**config.mk**
```make
export PLATFORM = sky130hd
export DESIGN_NAME = core_if
export DESIGN_NICKNAME = d
export VERILOG_FILES = /design/src/rtl/core_if.sv
export SDC_FILE = /design/constraint.sdc
export NUM_CORES = 1
export LEC_CHECK = 0
export BUFFER_PORTS_ARGS = -buffer_cell sky130_fd_sc_hd__buf_2
export CAP_MARGIN = 30
export CORE_ASPECT_RATIO = 0.5
export CORE_UTILIZATION = 31
export DETAILED_ROUTE_END_ITERATION = 12
export HOLD_SLACK_MARGIN = 0.05
export PLACE_DENSITY = 0.59
export RECOVER_POWER = 25
export SETUP_SLACK_MARGIN = 0.15
export SYNTH_ARGS = -nofsm -noshare
export SYNTH_HDL_FRONTEND = slang
export SYNTH_SLANG_ARGS = --single-unit
```
**constraint.sdc**
```tcl
create_clock -name clk -period 2.2 [get_ports clk]
set_input_delay 0.33 -clock clk [delete_from_list [all_inputs] [get_ports clk]]
set_output_delay 0.33 -clock clk [all_outputs]
set_load 0.05 [all_outputs]
```
**src/rtl/core_if.sv**
```systemverilog
// core_if: instruction fetch stage.
// Holds the PC and issues single-word reads on the instruction bus. Each
// fetched word is handed to decode as a registered pc/instr pair. A one-entry
// skid buffer absorbs the word that lands while decode is halted. Redirects
// are served by dropping any in-flight read.
module core_if #(
   parameter logic [31:0] RESET_PC   = 32'h0000_0000,
   parameter logic [31:0] EXC_VECTOR = 32'h0000_0008
) (
   input  logic        clk,
   input  logic        rst,
   input  logic        if_halt,
   input  logic        branch,
   input  logic [31:0] branch_target,
   input  logic        exc,
   output logic        ibus_req,
   output logic [31:0] ibus_addr,
   input  logic        ibus_ack,
   input  logic [31:0] ibus_data,
   input  logic        ibus_err,
   output logic [31:0] if_pc,
   output logic [31:0] if_instr,
   output logic        if_valid,
   output logic        if_err
);

   localparam logic [5:0]  OPCODE_NOP = 6'h04;
   localparam logic [31:0] NOP_RESET  = {OPCODE_NOP, 26'd0};
   localparam logic [31:0] BUBBLE     = {OPCODE_NOP, 26'd2};

   typedef enum logic [1:0] {S_RST, S_FETCH, S_DISCARD, S_WAITH} state_t;

   typedef struct packed {
      logic [31:0] pc;
      logic [31:0] data;
      logic        err;
   } fetch_word_t;

   state_t      state, state_nxt;
   logic        rst_seen;
   logic [31:0] pc, pc_nxt;
   logic [31:0] pend, pend_nxt;
   fetch_word_t out_q, out_nxt;
   logic        out_vld, out_vld_nxt;
   fetch_word_t skid_q, skid_nxt;
   logic        skid_full, skid_full_nxt;
   fetch_word_t bus_word;
   logic        redirect;
   logic [31:0] redir_tgt;
   logic        unused_tgt_lsb;

   // Exception outranks branch; both targets are word aligned.
   assign redirect       = exc | branch;
   assign redir_tgt      = exc ? {EXC_VECTOR[31:2], 2'b00} : {branch_target[31:2], 2'b00};
   assign unused_tgt_lsb = ^branch_target[1:0];
   assign bus_word       = '{pc: pc, data: ibus_data, err: ibus_err};

   // State register; RST is held until one full clock has passed after release.
   always_ff @(posedge clk or negedge rst) begin
      if (!rst) begin
         state    <= S_RST;
         rst_seen <= 1'b0;
      end else begin
         state    <= state_nxt;
         rst_seen <= 1'b1;
      end
   end

   // Next-state logic.
   always_comb begin
      state_nxt = state;
      case (state)
         S_RST:     if (rst_seen) state_nxt = S_FETCH;
         S_FETCH: begin
            if (redirect)                state_nxt = ibus_ack ? S_FETCH : S_DISCARD;
            else if (ibus_ack && if_halt) state_nxt = S_WAITH;
         end
         S_DISCARD: if (ibus_ack) state_nxt = S_FETCH;
         S_WAITH:   if (redirect || !if_halt) state_nxt = S_FETCH;
         default:   state_nxt = S_RST;
      endcase
   end

   // Outputs come straight from registers; the request depends on state only.
   always_comb begin
      ibus_req  = (state == S_FETCH) || (state == S_DISCARD);
      ibus_addr = pc;
      if_pc     = out_q.pc;
      if_instr  = out_q.data;
      if_err    = out_q.err;
      if_valid  = out_vld;
   end

   // Datapath next values: pc, pending target, skid and decode pair.
   always_comb begin
      pc_nxt        = pc;
      pend_nxt      = pend;
      out_nxt       = out_q;
      out_vld_nxt   = out_vld;
      skid_nxt      = skid_q;
      skid_full_nxt = skid_full;
      // Decode is free and nothing arrives unless overridden below: bubble.
      if (!if_halt) begin
         out_nxt.data = BUBBLE;
         out_nxt.err  = 1'b0;
         out_vld_nxt  = 1'b0;
      end
      if (redirect) begin
         out_nxt.data  = BUBBLE;
         out_nxt.err   = 1'b0;
         out_vld_nxt   = 1'b0;
         skid_full_nxt = 1'b0;
         // An unacked read must stay on the bus; remember where to go after it.
         if (((state == S_FETCH) || (state == S_DISCARD)) && !ibus_ack)
            pend_nxt = redir_tgt;
         else
            pc_nxt = redir_tgt;
      end else begin
         case (state)
            S_FETCH: begin
               if (ibus_ack) begin
                  pc_nxt = pc + 32'd4;
                  if (if_halt) begin
                     skid_nxt      = bus_word;
                     skid_full_nxt = 1'b1;
                  end else begin
                     out_nxt     = bus_word;
                     out_vld_nxt = 1'b1;
                  end
               end
            end
            S_DISCARD: if (ibus_ack) pc_nxt = pend;
            S_WAITH: begin
               if (!if_halt) begin
                  out_nxt       = skid_q;
                  out_vld_nxt   = skid_full;
                  skid_full_nxt = 1'b0;
               end
            end
            default: ;
         endcase
      end
   end

   // Datapath registers.
   always_ff @(posedge clk or negedge rst) begin
      if (!rst) begin
         pc        <= RESET_PC;
         pend      <= RESET_PC;
         out_q     <= '{pc: 32'd0, data: NOP_RESET, err: 1'b0};
         out_vld   <= 1'b0;
         skid_q    <= '0;
         skid_full <= 1'b0;
      end else begin
         pc        <= pc_nxt;
         pend      <= pend_nxt;
         out_q     <= out_nxt;
         out_vld   <= out_vld_nxt;
         skid_q    <= skid_nxt;
         skid_full <= skid_full_nxt;
      end
   end

endmodule

```
==> results.toml, run 1 <==
[floorplan]
start_util_pct = 31.7
fp.dieW_um = 241
ios = 170
rows = 43
core_mm2 = 0.0278
dieArea_mm2 = 0.0292
die_y_um = 121

[sta]
max-slew-margin-rel_pct = 2.71
clock_skew_ps = 10.4
setup_viol = 0
whs_ps = 123
hold_viol_final = 0
grt_setup_unrepaired = "true"
worstMarginPinSlew_ps = 1460
clock.fmax_mhz = 488
post-route-period-util_pct = 93.2
layout_min_cycle_time_ps = 2050
drv_slew = 0
tns_ps = 0

[detailed_routing]
antenna_left = 0
wl_per_cell_um = 18.5
vias_per_cell = 5.24
drt_first_pass_iters = 7
drc = 0
drtIter0Drc = 746
drt_wl_total_mm = 25.7
vias = 7283

[final_layout]
layout-drive-gt1-share_pct = 31.0
fin_nets = 1070
seq_area_mm2 = 0.00482
stdcell_area_mm2 = 0.0111
syn_to_final_growth_pct = 25.7
multiInputGateArea_mm2 = 0.00381
n_fill_cell = 2741

[cts]
root_buffer = "clkbuf_16"
insertion_delay_ps = 440
htreeDepth = 4
clk_pin_slew_ps = 80
cts_max_path_buffers = 2
tritoncts = "built"
numCtsBuffers = 17
clock-sinks = 192

[worst_setup_path]
reg2reg_from = "state[1]"
crit_path_max_incr_delay_ps = 430
crit_type = "reg -> out"
end_kind = "output port"
crit_arrival_ps = 1720
critical_path.slowest_cell = "ha_1"
crit_path_start = "state[1]"
setup.worst_path.start_class = "register"
critPathMaxFanout = 5
path_cells = "inv_1 -> ha_1 -> buf_2"
crit_required_ps = 1870

[grt]
grt_overflow = 0
antenna_found_initial = 2
grt_pass1_vias = 6955
grt_pass1_wl_mm = 38.9
grt_max_degree = 64
grt_use_total_pct = 17.3

[worst_hold_path]
hp-start = "ibus_data[28]"
min_path_type = "in -> reg"

[placed_design]
io_buffer_count = 165
gp_congestion = 0.830
dp_hpwl_mm = 16.8
placed_area_mm2 = 0.0104

[logic_synthesis]
synthCells = 829
synth-edff-count = 0
mappedNetlistArea_mm2 = 0.00882
avgSynthCellArea_um2 = 10.6
yosys.cell_types.count = 56
ys_warn_count = 0
ys_async_sr_fraction_pct = 100
ys_top_cells_by_area = "dfrtp_1 54%, mux2_1 4.6%, nor2_1 3.9%, a222oi_1 3.9%, mux2_2 3.4%"
synth_top_area_cell = "dfrtp_1"
synth_seq_cells = 192
ys_seq_area_share_pct = 54.5
synth_ff_type = "dfrtp_1"
synth_top_area_share_pct = 54.2

[power_and_ir_drop]
max-vdd-ir-drop_mv = 0.499
p_leak_nw = 4.97
p_per_area_mw_per_mm2 = 1330

[outcome]
status = "finished clean"

[flow_run]
maxCapViolations = 0
==> cells in the mapped netlist (10+ instances only) <==
master,n
xor2_1,10
nand3_1,16
dfrtp_1,191
nand2b_1,30
a222oi_1,34
and3_1,17
a21oi_1,44
xnor2_1,11
mux2_2,27
a221oi_1,14
o21ai_0,37
nor2_1,92
a22oi_1,34
o21ai_1,22
clkbuf_1,53
mux2_1,36
inv_1,10
buf_2,13
nand2_1,57
==> stage by stage <==
step | power [mW] | instances | utilization, % | worst slack, ps
CTS | 14.7 | 1385 | 39.5 | 143
detailed placement | 11.5 | 1352 | 37.3 | 76.4
finish | 14.7 | 1390 | 39.8 | 150
floorplan | 9.70 | 830 | - | 149
global placement | 11.3 | 1352 | 37.3 | 131
global route | 15.5 | 1389 | 39.8 | 43.9
==> worst paths after layout <==
kind                            cells past startpoint            end  slack, ps
min in group asynchronous                           2   if_instr[22]        780
worst min register to register                      2        pend[8]        490
max in group asynchronous                           3  ibus_addr[10]        310
worst max-delay path                                3       ibus_req        150
worst min-delay path                                2     skid_q[29]        120
worst max register to register                      8       if_pc[8]        210
==> power by group <==
part | switching (mW) | internal [mW] | total [mW]
Sequential | 0.949 | 4.84 | 5.79
Combinational | 3.95 | 1.89 | 5.84
Clock | 1.41 | 1.67 | 3.08
Total | 6.31 | 8.39 | 14.7
==> area by class of cell <==
type                    instances  share of cell area, %
diodes                          1                 0.0226
clock buffers                  22                   4.28
clock inverters                10                  0.926
inverters                      10                  0.339
multi-input cells             557                   34.4
flip-flops and latches        192                   43.5
well taps                     382                   4.31
repair buffers                216                   12.3
==> worst max-delay path: cells and delay by family (launching register included) <==
kind                     cells  cell delay (ps)
flip-flops                   1              420
adder cells (fa/ha/maj)      1              430
buffers and inverters        2              440
==> timing repair <==
| item | 4_1_cts | 5_1_grt |
|---|---|---|
| hold buffers | 1 | 0 |
| endpoints found under the setup margin | 40 | 97 |
| hold endpoints to repair | 44 | 0 |
| resized for setup | 5 | 17 |
| buffers inserted | 0 | 2 |
| pin swaps | 0 | 3 |
| cloned | 0 | 2 |
==> placed cells by master, fill, tap and decap left out, types with 15 or more instances in the layout <==
cell type,n
buf_2,164
o21ai_0,37
mux2_1,36
clkbuf_16,18
nand3_1,15
a22oi_1,34
nand2b_1,30
buf_4,36
dfrtp_1,179
a222oi_1,34
nand2_1,56
o21ai_1,21
nor2_1,90
and3_1,16
a21oi_1,44
mux2_2,27
==> cell families after synthesis <==
kind of cell    count (synthesis)  share of synthesized area, %
simple gates                  248                          13.7
flops                         192                          54.5
mux                            64                          8.16
other cells                     2                        0.0852
xor+xnor                       21                          2.09
compound gates                216                          17.0
buf+inv                        81                          3.76
fa+ha+maj                       5                         0.709
==> registers in the layout, indices dropped and copies added, names as in the netlist <==
signal,count
pend,30
ibus_addr,30
rst_seen,1
state,2
skid_full,1
if_valid,1
skid_q,63
if_instr,32
if_pc,31
if_err,1
==> per-layer routing <==
metal / up-vias / GRT usage [%] / share of wire [%]
li1: 3339 / - / -
met1: 3735 / 22.6 / 44
met2: 181 / 28.9 / 50
met3: 26 / 3.84 / 5.4
met4: 2 / 4.38 / 1.3
met5: - / 0 / 0.039
Note: power is estimated with default switching activity, not from simulation.
==> run 2: changes to the inputs <==
CORE_MARGIN = 2   (was not set)
PLACE_DENSITY = not set   (was 0.59)
==> run 2 against run 1 <==
Compared with the run above: the run now ends with max-capacitance violations, max-slew violations left; routed wire length decreased by 3.4%; first-iteration DRC count decreased by 28%; die area increased by 2.5%; cell count increased by 0.14%; fmax increased by 2.3%; power decreased by 0.47%; clock-buffer cell count increased by 1; core utilization decreased by 0.063 points; sequential power about the same; clock skew decreased by 2.6 ps; critical path type is now reg -> reg.
==> results.toml, run 2 (synthesized netlist as in run 1, its figures left out) <==
[worst_hold_path]
min_path_type = "in -> reg"

[power_and_ir_drop]
p_per_area_mw_per_mm2 = 1320
sw_frac_of_total_pct = 42.8
seq_power_share_pct = 39.7
p_leak_nw = 4.97
clkPwrFrac_pct = 21.1
p_int_mw = 8.37
combPwrFrac_pct = 39.2
p_sw_mw = 6.26
max-vdd-ir-drop_mv = 0.524

[cts]
clock-sinks = 192
clk_pin_slew_ps = 70
root_buffer = "clkbuf_16"
htreeDepth = 4
tritoncts = "built"
insertion_delay_ps = 430
cts_max_path_buffers = 2
numCtsBuffers = 17

[final_layout]
n_fill_cell = 2712
syn_to_final_growth_pct = 25.5
seq_area_mm2 = 0.00482
largest_reg_flops = 63
layout_common_cells = "180 x dfrtp_1, 164 x buf_2, 91 x nor2_1"
regMostFlops = "skid_q"
fin_nets = 1070
layout-drive-gt1-share_pct = 30.6
multiInputGateArea_mm2 = 0.00378
final_common_cell = "dfrtp_1"

[worst_setup_path]
crit_type = "reg -> reg"
critPathMaxFanout = 15
crit_required_ps = 2500
setup.worst_path.start_class = "register"
crit_arrival_ps = 2310
end_kind = "register"

[sta]
drv_slew = 52
grt_setup_unrepaired = "true"
clock_skew_ps = 7.73
post-route-period-util_pct = 91.1
setup_ws_ps = 196
hold_viol_final = 0
tns_ps = 0
max-slew-margin-rel_pct = -1.07
clock.fmax_mhz = 499
worstMarginPinSlew_ps = 1520
whs_ps = 126
setup_viol = 0
layout_min_cycle_time_ps = 2000

[outcome]
violations = "max-capacitance violations, max-slew violations"
status = "finished, violations left"

[placed_design]
gp_congestion = 0.820
place_ws_ps = 132
io_buffer_count = 165
dp_hpwl_mm = 17.0

[flow_run]
maxCapViolations = 1

[detailed_routing]
wl_per_cell_um = 17.9
drt_wl_total_mm = 24.9
vias = 7196
drtIter0Drc = 538
vias_per_cell = 5.17
drc = 0
antenna_left = 0
drt_first_pass_iters = 6

[floorplan]
core_mm2 = 0.0278
die_y_um = 123
rows = 43
fp.dieW_um = 243
start_util_pct = 31.7
ios = 170
dieArea_mm2 = 0.0299

[grt]
grt_max_degree = 61
grt_overflow = 0
grt_pass1_wl_mm = 39.6
grt_pass1_vias = 7163
grt_use_total_pct = 16.9
antenna_found_initial = 4
==> run 2: changes by cell type in the layout (fill, tap and decap cells not counted), sizes merged <==
cell | previous run | this run
clkinv | 5 | 1
inv | 12 | 14
diode | 1 | 3
buf | 213 | 214
clkinvlp | 2 | 3
==> run 2: timing repair <==
item,CTS,global route
pin swaps,0,1
gates resized for setup,1,14
buffers inserted,1,2
endpoints found under the hold margin,51,0
endpoints found under the setup margin,14,115
hold buffers,1,0
==> run 2: layer usage <==
metal | GRT usage [%] | up-vias | share of wire [%] | wire length, um
met4 | 6.21 | 2 | 2.2 | 539
met5 | 0 | - | 0.052 | 13
met3 | 3.67 | 35 | 4.1 | 1020
met2 | 28.2 | 154 | 49 | 12200
met1 | 21.8 | 3651 | 45 | 11100
li1 | - | 3354 | - | -
==> run 2: worst max-delay path, stage by stage (launching register included) <==
cell and delay [ps]:
dfrtp_1 390, inv_1 80, ha_2 210, o41ai_2 340
o21ai_1 160, buf_6 190, and3_1 170, a221oi_1 230
o21ai_1 100
==> run 2: area by class of cell <==
class                      instances  share of cell area, %
clock inverter                     9                  0.893
antenna                            3                 0.0678
sequential                       192                   43.6
multi-input combinational        557                   34.1
tap                              382                   4.32
inverter                          10                  0.339
timing repair buffer             216                   12.4
clock buffer                      23                   4.32
==> run 2: final timing paths <==
kind | start | end | slack, ps | depth (start not counted)
max reg2reg | state[0] | ibus_addr[16] | 200 | 8
min | ibus_data[2] | skid_q[3] | 130 | 2
max | state[0] | ibus_addr[16] | 200 | 8
max in group asynchronous | rst | ibus_addr[19] | 380 | 2
min in group asynchronous | rst | if_pc[19] | 810 | 2
min reg2reg | pend[14] | pend[14] | 480 | 2
==> run 2: power by group through the flow <==
| stage | Clock [mW] | Sequential, mW | Combinational [mW] |
|---|---|---|---|
| 6_report | 3.09 | 5.80 | 5.74 |
| 5_1_grt | 3.33 | 5.99 | 6.19 |
| 3_5_place_dp | 0 | 5.85 | 5.68 |
| 4_1_cts | 3.19 | 5.78 | 5.71 |
| 2_1_floorplan | 0 | 7.36 | 2.34 |
| 3_3_place_gp | 0 | 5.76 | 5.59 |
==> run 2: metrics by stage <==
step	area, um^2	instances	util, %	power, mW
after floorplan	8840	830	-	9.70
after global placement	10400	1353	37.3	11.3
after detailed placement	10400	1353	37.3	11.5
after CTS	11000	1387	39.5	14.7
after global routing	11100	1391	39.8	15.5
final	11100	1392	39.8	14.6
